==> config.mk <==
export PLATFORM = sky130hd
export DESIGN_NAME = heard_indication_serializer
export DESIGN_NICKNAME = d
export VERILOG_FILES = /design/src/rtl/heard_indication_serializer_pkg.sv /design/src/rtl/heard_indication_serializer.sv
export SDC_FILE = /design/constraint.sdc
export NUM_CORES = 1
export LEC_CHECK = 0
export BUFFER_PORTS_ARGS = -buffer_cell sky130_fd_sc_hd__buf_2
export CORE_ASPECT_RATIO = 1.1
export CORE_MARGIN = 2
export CORE_UTILIZATION = 44
export DETAILED_ROUTE_END_ITERATION = 10
export MAX_ROUTING_LAYER = met4
export PLACE_DENSITY = 0.67
export SYNTH_ARGS = -nofsm -noshare
export SYNTH_HDL_FRONTEND = slang
export SYNTH_SLANG_ARGS = --single-unit
export TNS_END_PERCENT = 10
==> constraint.sdc <==
create_clock -name CLK -period 2.44 [get_ports CLK]
set_input_delay 0.122 -clock CLK [delete_from_list [all_inputs] [get_ports CLK]]
set_output_delay 0.122 -clock CLK [all_outputs]
set_load 0.01 [all_outputs]
==> src/rtl/heard_indication_serializer_pkg.sv <==
// rtl/heard_indication_serializer_pkg.sv - shared constants and types for the heard indication serializer
`define HEARD_INDICATION_SERIALIZER_RULE_COUNT 0

package heard_indication_serializer_pkg;

    typedef enum logic [1:0] {
        IDLE    = 2'd0,
        HEADER  = 2'd1,
        PAYLOAD = 2'd2
    } ser_state_t;

    localparam int          DEF_DATA_WIDTH = 32;
    localparam int          DEF_METH_WIDTH = 192;
    localparam int          DEF_V_WIDTH    = 192;
    localparam logic [15:0] DEF_METHOD_ID  = 16'h0001;

    // Header layout: method id in the upper half, payload word count in the lower half.
    localparam int HDR_WIDTH   = 32;
    localparam int HDR_ID_LSB  = 16;
    localparam int HDR_LEN_LSB = 0;

    function automatic logic [HDR_WIDTH-1:0] make_header(input logic [15:0] id,
                                                         input logic [15:0] nwords);
        logic [HDR_WIDTH-1:0] hdr;
        hdr = '0;
        hdr[HDR_ID_LSB  +: 16] = id;
        hdr[HDR_LEN_LSB +: 16] = nwords;
        return hdr;
    endfunction

endpackage

==> src/rtl/heard_indication_serializer.sv <==
// rtl/heard_indication_serializer.sv - serialises heard(meth, v) calls into header plus payload words
module heard_indication_serializer
    import heard_indication_serializer_pkg::*;
#(
    parameter int          DATA_WIDTH = DEF_DATA_WIDTH,
    parameter int          METH_WIDTH = DEF_METH_WIDTH,
    parameter int          V_WIDTH    = DEF_V_WIDTH,
    parameter logic [15:0] METHOD_ID  = DEF_METHOD_ID
) (
    input  logic                  CLK,
    input  logic                  nRST,
    input  logic                  heard__ENA,
    input  logic [METH_WIDTH-1:0] heard_meth,
    input  logic [V_WIDTH-1:0]    heard_v,
    output logic                  heard__RDY,
    output logic                  msg__ENA,
    output logic [DATA_WIDTH-1:0] msg_data,
    output logic                  msg_last,
    input  logic                  msg__RDY,
    output logic [15:0]           msg_count
);

    localparam int BUF_W  = METH_WIDTH + V_WIDTH;
    localparam int NWORDS = BUF_W / DATA_WIDTH;
    localparam int BEAT_W = $clog2(NWORDS + 1);
    localparam int IDX_W  = $clog2(BUF_W);

    localparam logic [BEAT_W-1:0]    LAST_BEAT   = BEAT_W'(NWORDS - 1);
    localparam logic [HDR_WIDTH-1:0] HEADER_WORD = make_header(METHOD_ID, 16'(NWORDS));

    generate
        if ((BUF_W % DATA_WIDTH) != 0) begin : g_bad_width
            $error("heard_indication_serializer: METH_WIDTH+V_WIDTH must be a multiple of DATA_WIDTH");
        end
    endgenerate

    ser_state_t         state_q, state_d;
    logic [BEAT_W-1:0]  beat_q, beat_d;
    logic [15:0]        count_q, count_d;
    logic [BUF_W-1:0]   buf_q, buf_d;

    logic               accept;
    logic               load;
    logic [IDX_W-1:0]   word_lsb;

    // Word presentation: header, or the buffer slice selected by the beat counter.
    always_comb begin
        msg__ENA = (state_q != IDLE);
        msg_last = (state_q == PAYLOAD) && (beat_q == LAST_BEAT);
        word_lsb = IDX_W'(beat_q) * IDX_W'(DATA_WIDTH);
        msg_data = '0;
        case (state_q)
            HEADER:  msg_data = DATA_WIDTH'(HEADER_WORD);
            PAYLOAD: msg_data = buf_q[word_lsb +: DATA_WIDTH];
            default: msg_data = '0;
        endcase
        // Ready is combinational from msg__RDY so a new call can land on the last-word accept.
        heard__RDY = (state_q == IDLE) | (msg_last & msg__RDY);
        accept     = msg__ENA & msg__RDY;
        load       = heard__ENA & heard__RDY;
        msg_count  = count_q;
    end

    // Next-state: message sequencing, beat counting, completion count and buffer load.
    always_comb begin
        state_d = state_q;
        beat_d  = beat_q;
        count_d = count_q;
        buf_d   = load ? {heard_v, heard_meth} : buf_q;
        case (state_q)
            IDLE: begin
                if (load) begin
                    state_d = HEADER;
                end
            end
            HEADER: begin
                if (accept) begin
                    state_d = PAYLOAD;
                    beat_d  = '0;
                end
            end
            PAYLOAD: begin
                if (accept) begin
                    if (beat_q == LAST_BEAT) begin
                        count_d = count_q + 16'd1;
                        beat_d  = '0;
                        state_d = load ? HEADER : IDLE;
                    end else begin
                        beat_d = beat_q + BEAT_W'(1);
                    end
                end
            end
            default: begin
                state_d = IDLE;
                beat_d  = '0;
            end
        endcase
    end

    // State registers with synchronous active-low reset; reset drops any message in flight.
    always_ff @(posedge CLK) begin
        if (!nRST) begin
            state_q <= IDLE;
            beat_q  <= '0;
            count_q <= '0;
            buf_q   <= '0;
        end else begin
            state_q <= state_d;
            beat_q  <= beat_d;
            count_q <= count_d;
            buf_q   <= buf_d;
        end
    end

endmodule

==> impl_metrics.toml, run 1 <==
[outcome]
status = "finished with violations"
violations = "negative setup slack"

[clock_network]
clk_pin_slew_worst_paths_ns = 0.06
clock_path_buffers = 3
clock_latency_ns = 0.58
clkSinkCount = 406
tritoncts = "built"
h-tree-depth = 2
cts-buffers-inserted = 44
cts_root_buf = "clkbuf_16"

[synthesis]
synth.mux.area_fraction_pct = 31.3
yosys.area_share.xor_xnor_pct = 0.410
synth_fa_ha_area_share_pct = 0.390
yosysSeqAreaShare_pct = 42.3
synthesis.nets = 2499
synth-warning-count = 0
synth_cell_types = 39
synth_area_leaders = "dfxtp_1 (42%), mux2i_1 (20%), nand2_1 (16%)"
synth-simple-area-share_pct = 18.2
syn_inst = 2105
ys_ff_latch = 406
synth_top_area_share_pct = 42.3
synth_top_family_by_area = "multiplexers"
syn_area_um2 = 19200
synth_top_area_cell = "dfxtp_1"
synth-compound-area-share_pct = 3.01
avgSynthCellArea_um2 = 9.14

[sta]
slew_headroom_pct = 52.1
layout_min_cycle_time_ns = 2.60
setup_viol = 36
finalCritPeriodShare_pct = 107
fmax_ghz = 0.385
holdWs_ns = 0.345
finalHoldViolCount = 0
drv_slew = 0
fin_worst_skew_ns = 0.0283
rsz0062_at_grt = "true"
tightest_slew_ns = 0.718
setup_slack_ns = -0.160

[drt]
wl_met1_um = 30600
route.met2.wl_um = 37400
met3_length_um = 5150
top_layer = "met4"
via_per_inst = 5.42
drt_wl_total_um = 78300
drc = 0
vias = 19100
antenna_left = 0
wire_per_inst_um = 22.2
dr.pass1.iters = 7
drt_iter0_drc = 1459

[placed_design]
port-buffer-count = 438
dp_hpwl_um = 46700
place_congestion = 0.894
postPlaceCellArea_um2 = 22100

[flow_run]
drv.max_cap_violation_count = 0

[floorplan]
die_h_um = 223
io_pins = 439
fp.dieW_um = 203
initial_core_util_pct = 44.5
die-area_um2 = 45400
coreArea_um2 = 43200
std_cell_rows = 80

[grt]
grt_pass1_vias = 19800
grt_use_total_pct = 33.9
grt_start_max_net_pins = 113
antenna_found_initial = 13
grt_overflow_total = 0
grt_pass1_wl_um = 113000

[setup_path]
worstPathMaxFanout = 8
cp-start-kind = "register"
crit_arrival_ns = 2.48
path_class = "reg -> out"
cp-end-kind = "output pin"
crit_required_ns = 2.32

[final_layout]
final_common_cell = "nand2_1"
fin_nets = 3302
layout_common_cells = "nand2_1 (798), buf_2 (433), dfxtp_1 (403), dlygate4sd3_1 (398), mux2i_1 (384)"
final_core_utilization_pct = 66.5
syn2layout_area_growth_pct = 49.6
n_fill_cell = 3177
final_area_um2 = 28800
drive_gt1_share_pct = 27.1

[min_path]
hold_class = "in -> reg"

[pwr]
power_density_nw_per_um2 = 761
peakVddDrop_mv = 0.503
cellLeakagePower_nw = 12.4
-- cells in the mapped netlist, drive strengths merged --
cell type / n
mux2i: 385
nor2b: 3
mux4: 67
nand4b: 2
nor4: 4
o31ai: 30
buf: 56
or4: 2
mux2: 58
a22oi: 3
o21ai: 9
a21o: 1
nor4bb: 1
a2bb2oi: 1
and3: 3
nand3: 15
o22ai: 29
or2: 1
and2: 1
nor2: 42
a21oi: 12
nand4: 4
o2bb2ai: 1
nor3: 2
and4: 1
inv: 9
nand3b: 2
nand2: 811
xor2: 2
or3: 5
ha: 6
clkbuf: 118
a221o: 1
a31o: 1
dfxtp: 406
xnor2: 7
nand2b: 4
-- layer usage --
metal	vias up	track usage, %
li1	8727	-
met1	9155	39.0
met2	925	54.8
met3	307	5.77
met4	0	21.2
met5	-	-
-- flip-flops by register name, indices dropped and copies added (netlist names) --
name / cells
state_q: 2
msg_count: 16
beat_q: 4
buf_q: 384
-- final timing paths --
path                                     start      endpoint  slack [ns]  cells after the start
worst max register to register       beat_q[0]    buf_q[193]       -0.03                      9
worst max-delay path                 beat_q[0]  msg_data[16]       -0.16                      5
worst min register to register      buf_q[237]    buf_q[237]        0.45                      2
worst min-delay path            heard_meth[84]     buf_q[84]        0.35                      4
-- what timing repair did --
action                                  4_1_cts  5_1_grt
resized for setup                            55       57
gates cloned                                  7       13
hold buffers                                398        0
endpoints found under the setup margin       32      350
endpoints found under the hold margin       386        0
setup buffers                                11       10
pin swaps                                     3        7
-- worst max-delay path, cell delays in order, from the launching register on --
cell and delay, ns:
dfxtp_4 0.49, buf_16 0.18, mux4_2 0.55, a22oi_2 0.37, nand3_2 0.15, buf_6 0.14
-- report_power, final --
| group | internal (mW) | total [mW] | switching [mW] |
|---|---|---|---|
| combinational | 3.39 | 6.57 | 3.18 |
| sequential | 7.87 | 8.55 | 0.674 |
| clock | 3.95 | 6.78 | 2.83 |
| total | 15.2 | 21.9 | 6.69 |
-- metrics by stage --
| stage | total power [mW] | setup TNS [ns] | instances | setup slack, ns |
|---|---|---|---|---|
| 2_1_floorplan | 12.2 | 0 | 2105 | 0.268 |
| 3_3_place_gp | 13.7 | 0 | 2998 | 0.198 |
| 4_1_cts | 21.2 | -6.61 | 3492 | -0.161 |
| 3_5_place_dp | 13.8 | 0 | 2998 | 0.219 |
| 6_report | 21.9 | -2.60 | 3529 | -0.160 |
| 5_1_grt | 22.6 | -5.56 | 3527 | -0.178 |
-- kinds of logic after synthesis --
group,after synthesis
AND/OR/NAND/NOR,903
multiplexers,510
flip-flops,406
buffers and inverters,183
AO/OA/AOI/OAI,88
XOR/XNOR,9
adder cells (fa/ha/maj),6
-- area by class of cell --
type | instances | area [µm²] | area share, %
antenna | 15 | 37.5 | 0.131
clock buffer | 73 | 1410 | 4.92
clock inverter | 5 | 38.8 | 0.135
tap | 574 | 718 | 2.50
timing repair buffer | 930 | 7760 | 27.0
sequential | 406 | 8140 | 28.3
inverter | 9 | 33.8 | 0.117
multi-input combinational | 1517 | 10600 | 36.9
Power figures use the tool's default switching activity.
==> run 2, diff against run 1 <==
--- a/config.mk
+++ b/config.mk
@@ -8,10 +8,10 @@
 export BUFFER_PORTS_ARGS = -buffer_cell sky130_fd_sc_hd__buf_2
 export CORE_ASPECT_RATIO = 1.1
 export CORE_MARGIN = 2
-export CORE_UTILIZATION = 44
+export CORE_UTILIZATION = 55
 export DETAILED_ROUTE_END_ITERATION = 10
 export MAX_ROUTING_LAYER = met4
-export PLACE_DENSITY = 0.67
+export PLACE_DENSITY = 0.81
 export SYNTH_ARGS = -nofsm -noshare
 export SYNTH_HDL_FRONTEND = slang
 export SYNTH_SLANG_ARGS = --single-unit
==> run 2 against run 1 <==
  * The run still ends with negative setup slack left
  * Non-clock buffer count decreased by 28
  * Hold slack got worse by 0.31 ns
  * Final cell count fell by 4.7%
  * Clock skew rose by 0.0013 ns
==> impl_metrics.toml, run 2 (synthesis results as in run 1) <==
[outcome]
status = "finished with violations"
violations = "negative setup slack"

[final_layout]
drive_gt1_share_pct = 25.8
multiInputGateArea_um2 = 10500
n_fill_cell = 1776
syn2layout_area_growth_pct = 44.7
final_common_cell = "nand2_1"
fin_nets = 3271
largest_register = "buf_q"
regArea_um2 = 8140
final_core_utilization_pct = 81.2
largest_reg_flops = 384
layout_common_cells = "nand2_1 (807), buf_2 (432), dfxtp_1 (402), dlygate4sd3_1 (392), mux2i_1 (382)"

[min_path]
hold_class = "in -> reg"

[drt]
antenna_left = 0
via_per_inst = 6.04
drt_iter0_drc = 2147
vias = 20300
wire_per_inst_um = 25.5
dr.pass1.iters = 9
drt_wl_total_um = 85800
drc = 0

[grt]
grt_use_total_pct = 47.2
grt_pass1_wl_um = 126000
grt_pass1_vias = 21200
antenna_found_initial = 13
grt_start_max_net_pins = 97
grt_overflow_total = 0

[sta]
drv_slew = 0
finalHoldViolCount = 0
setup_slack_ns = -0.127
finalCritPeriodShare_pct = 105
tns_ns = -1.56
setup_viol = 26
slew_headroom_pct = 53.4
rsz0062_at_grt = "true"
fmax_ghz = 0.390
tightest_slew_ns = 0.698
fin_worst_skew_ns = 0.0297
layout_min_cycle_time_ns = 2.57

[flow_run]
drv.max_cap_violation_count = 0

[clock_network]
clkSinkCount = 406
clock_path_buffers = 3
clk_pin_slew_worst_paths_ns = 0.06
tritoncts = "built"
cts-buffers-inserted = 42
cts_root_buf = "clkbuf_16"
h-tree-depth = 2
clock_latency_ns = 0.56

[setup_path]
path_class = "reg -> out"
crit_required_ns = 2.32
crit_family = "buffers and inverters"
cp-start-kind = "register"
critical_path.max_stage_delay_ns = 0.42
path_cells = "buf_16, buf_16, mux2_2, o22ai_1, o31ai_1, buf_2"
cp_slowest_cell = "o22ai_1"
cp-end-kind = "output pin"
worstPathMaxFanout = 17
crit_arrival_ns = 2.45
crit_top_cell = "buf_16"
crit_buf_inv = 3

[pwr]
cellLeakagePower_nw = 12.1
finalPower_mw = 21.6
peakVddDrop_mv = 0.572
power_density_nw_per_um2 = 775

[floorplan]
die_h_um = 200
initial_core_util_pct = 56.1
fp.dieW_um = 182
io_pins = 439
coreArea_um2 = 34300
die-area_um2 = 36500
std_cell_rows = 71

[placed_design]
port-buffer-count = 438
dp_hpwl_um = 44900
place_congestion = 0.976
-- run 2: metrics by stage --
stage               area [µm²]  hold WS (ns)  setup WS, ns  instances
floorplan                19200         0.264         0.268       2105
global placement         21900         0.372         0.252       2864
detailed placement       21900         0.375         0.210       2864
CTS                      27500        0.0330       -0.0680       3338
global route             27800        0.0465        -0.138       3359
finish                   27800        0.0336        -0.127       3363
-- run 2: path summary, 6_finish.rpt --
check              from           end  slack (ns)  cells after the start
min          heard__ENA    state_q[0]        0.03                      4
min reg2reg  buf_q[185]    buf_q[185]        0.45                      2
max           beat_q[0]  msg_data[11]       -0.13                      6
max reg2reg   beat_q[1]     buf_q[41]        0.06                      8
-- run 2: timing repair --
item | 4_1_cts | 5_1_grt
cloned | 4 | 0
endpoints found under the setup margin | 32 | 36
hold buffers | 392 | 0
buffers inserted | 4 | 7
pin swaps | 4 | 5
hold endpoints to repair | 385 | 0
resized for setup | 44 | 42
-- run 2: final cells by class --
| class | instances | share of cell area, % |
|---|---|---|
| inverter | 9 | 0.139 |
| clock inverter | 11 | 0.310 |
| antenna | 18 | 0.162 |
| clock buffer | 63 | 4.57 |
| tap | 438 | 1.97 |
| sequential | 406 | 29.3 |
| timing repair buffer | 902 | 25.7 |
| multi-input combinational | 1516 | 37.9 |
-- run 2: tightest hold or removal path, stage by stage --
cell and delay (ns):
buf_2 0.12, nand3_1 0.09, a221o_1 0.14, a21oi_1 0.06
-- run 2: power by group --
group / switching, mW / internal, mW / total, mW
combinational: 3.24 / 3.07 / 6.31
clock: 2.82 / 3.71 / 6.53
sequential: 0.839 / 7.88 / 8.72
total: 6.90 / 14.7 / 21.6
-- run 2: layer usage --
layer  vias up  global-route usage (%)  wire, µm  share of wire (%)
met5         -                       -         0                  0
met1      9421                    46.4     27900                 33
met4         0                    40.3      9260                 11
li1       8665                       -         -                  -
met3       672                    18.5      9620                 11
met2      1550                    73.1     39000                 45
==> run 3, diff against run 2 <==
--- a/config.mk
+++ b/config.mk
@@ -6,12 +6,14 @@
 export NUM_CORES = 1
 export LEC_CHECK = 0
 export BUFFER_PORTS_ARGS = -buffer_cell sky130_fd_sc_hd__buf_2
+export CELL_PAD_IN_SITES_DETAIL_PLACEMENT = 1
+export CELL_PAD_IN_SITES_GLOBAL_PLACEMENT = 1
 export CORE_ASPECT_RATIO = 1.1
 export CORE_MARGIN = 2
-export CORE_UTILIZATION = 55
+export CORE_UTILIZATION = 41
 export DETAILED_ROUTE_END_ITERATION = 10
 export MAX_ROUTING_LAYER = met4
-export PLACE_DENSITY = 0.81
+export PLACE_DENSITY_LB_ADDON = 0.1
 export SYNTH_ARGS = -nofsm -noshare
 export SYNTH_HDL_FRONTEND = slang
 export SYNTH_SLANG_ARGS = --single-unit
==> run 3 against run 2 <==
  * The flow still finishes with violations (negative setup slack)
  * Core utilization is 20 points lower
  * Critical path depth rose by 1
  * Hold slack got worse by 0.0089 ns
  * Count of clock-buffer cells in the layout grew 9
  * Final cell count up 4.7%
  * Highest routed layer unchanged
==> impl_metrics.toml, run 3 (synthesis results as in run 1) <==
[outcome]
status = "finished with violations"
violations = "negative setup slack"

[flow_run]
drv.max_cap_violation_count = 0

[sta]
setup_slack_ns = -0.112
fin_worst_skew_ns = 0.00848
slew_headroom_pct = 50.0
setup_viol = 23
fmax_ghz = 0.392
layout_min_cycle_time_ns = 2.55
drv_slew = 0
finalHoldViolCount = 0
tightest_slew_ns = 0.749
rsz0062_at_grt = "true"
finalCritPeriodShare_pct = 105
holdWs_ns = 0.0247

[final_layout]
fin_nets = 3280
final_core_utilization_pct = 60.8
drive_gt1_share_pct = 26.6
layout_common_cells = "nand2_1 (798), buf_2 (427), dfxtp_1 (402), dlygate4sd3_1 (386), mux2i_1 (384)"
largest_register = "buf_q"
syn2layout_area_growth_pct = 47.2
largest_reg_flops = 384
final_common_cell = "nand2_1"
layout.cells.non_filler = 3521

[min_path]
hold_class = "in -> reg"
worstHoldStart = "nRST"
hold_path_depth = 3
holdPathEnd = "buf_q[323]"

[setup_path]
crit_family = "buffers and inverters"
crit_required_ns = 2.32
regToRegStartpoint = "beat_q[0]"
crit_arrival_ns = 2.43
cp_slowest_cell = "dfxtp_4"
ff2ff_path_depth = 9
cp-end-kind = "output pin"
critical_path_depth = 7
cp-start-kind = "register"
crit_top_cell = "buf_12"
path_class = "reg -> out"
r2r_end = "buf_q[200]"
rrSetupSlack_ns = 0.10
path_cells = "buf_12, buf_16, buf_12, mux2_2, o22ai_1, o31ai_1, buf_2"
crit_buf_inv = 4
worstPathMaxFanout = 9
critical_path.max_stage_delay_ns = 0.38

[placed_design]
port-buffer-count = 438
place_congestion = 0.869
dp_hpwl_um = 52200
dpl.cell_count = 3036

[grt]
grt_start_max_net_pins = 99
antenna_found_initial = 11
grt_overflow_total = 0
grt_pass1_wl_um = 127000
grt_pass1_vias = 20700
grt_use_total_pct = 35.8

[drt]
vias = 18900
drc = 0
via_per_inst = 5.38
drt_wl_total_um = 87100
drt_iter0_drc = 1183
dr.pass1.iters = 5
antenna_left = 0
wire_per_inst_um = 24.7

[clock_network]
cts_root_buf = "clkbuf_16"
clock_latency_ns = 0.57
cts-buffers-inserted = 44
tritoncts = "built"
clkSinkCount = 406
clk_pin_slew_worst_paths_ns = 0.06
clock_path_buffers = 3
h-tree-depth = 2

[floorplan]
die-area_um2 = 48700
io_pins = 439
std_cell_rows = 83
fp.dieW_um = 210
coreArea_um2 = 46500
die_h_um = 231
initial_core_util_pct = 41.3

[pwr]
finalPower_mw = 21.9
power_density_nw_per_um2 = 772
peakVddDrop_mv = 0.513
cellLeakagePower_nw = 12.3
run 3: area by class of cell:
type,count,area (µm²)
inverters,9,33.8
fillers,5176,18200
multi-input cells,1516,10600
clock buffers,72,1380
well taps,595,744
flip-flops and latches,406,8140
clock inverters,3,40.0
diodes,11,27.5
repair buffers,909,7330
run 3: metrics by stage:
stage                     cell area, µm²  TNS [ns]  worst slack, ns
after detailed placement           22300         0            0.264
final                              28300    -0.936           -0.112
after global placement             22300         0            0.318
after floorplan                    19200         0            0.268
after CTS                          27900     -1.31          -0.0839
after global routing               28300     -1.87           -0.122
run 3: routing by layer:
layer  share of wire (%)  global-route usage (%)
met5                   0                       -
met4                 5.5                    19.4
met3                 4.7                    4.39
met2                  52                    63.3
met1                  38                    39.2
run 3: worst min-delay path, stage by stage:
cell     delay (ns)
buf_8          0.22
nand2_1        0.13
mux2i_1        0.06
run 3: power by group:
part	internal, mW	total, mW	switching (mW)
registers	7.88	8.65	0.773
logic	3.21	6.47	3.26
clock network	3.93	6.73	2.81
total	15.0	21.9	6.84
run 3: worst max-delay path by stage:
stage,start,endpoint
floorplan,state_q[0],msg_count[13]
global placement,beat_q[0],msg_data[19]
detailed placement,state_q[0],msg_count[13]
CTS,beat_q[0],msg_data[10]
global route,beat_q[2],msg_data[17]
finish,beat_q[0],msg_data[5]
run 3: repair_timing:
action	4_1_cts	5_1_grt
setup buffers	3	10
setup endpoints to repair	32	33
gates resized for setup	63	61
hold buffers	386	0
pin swaps	8	18
gates cloned	2	2
hold endpoints to repair	386	0
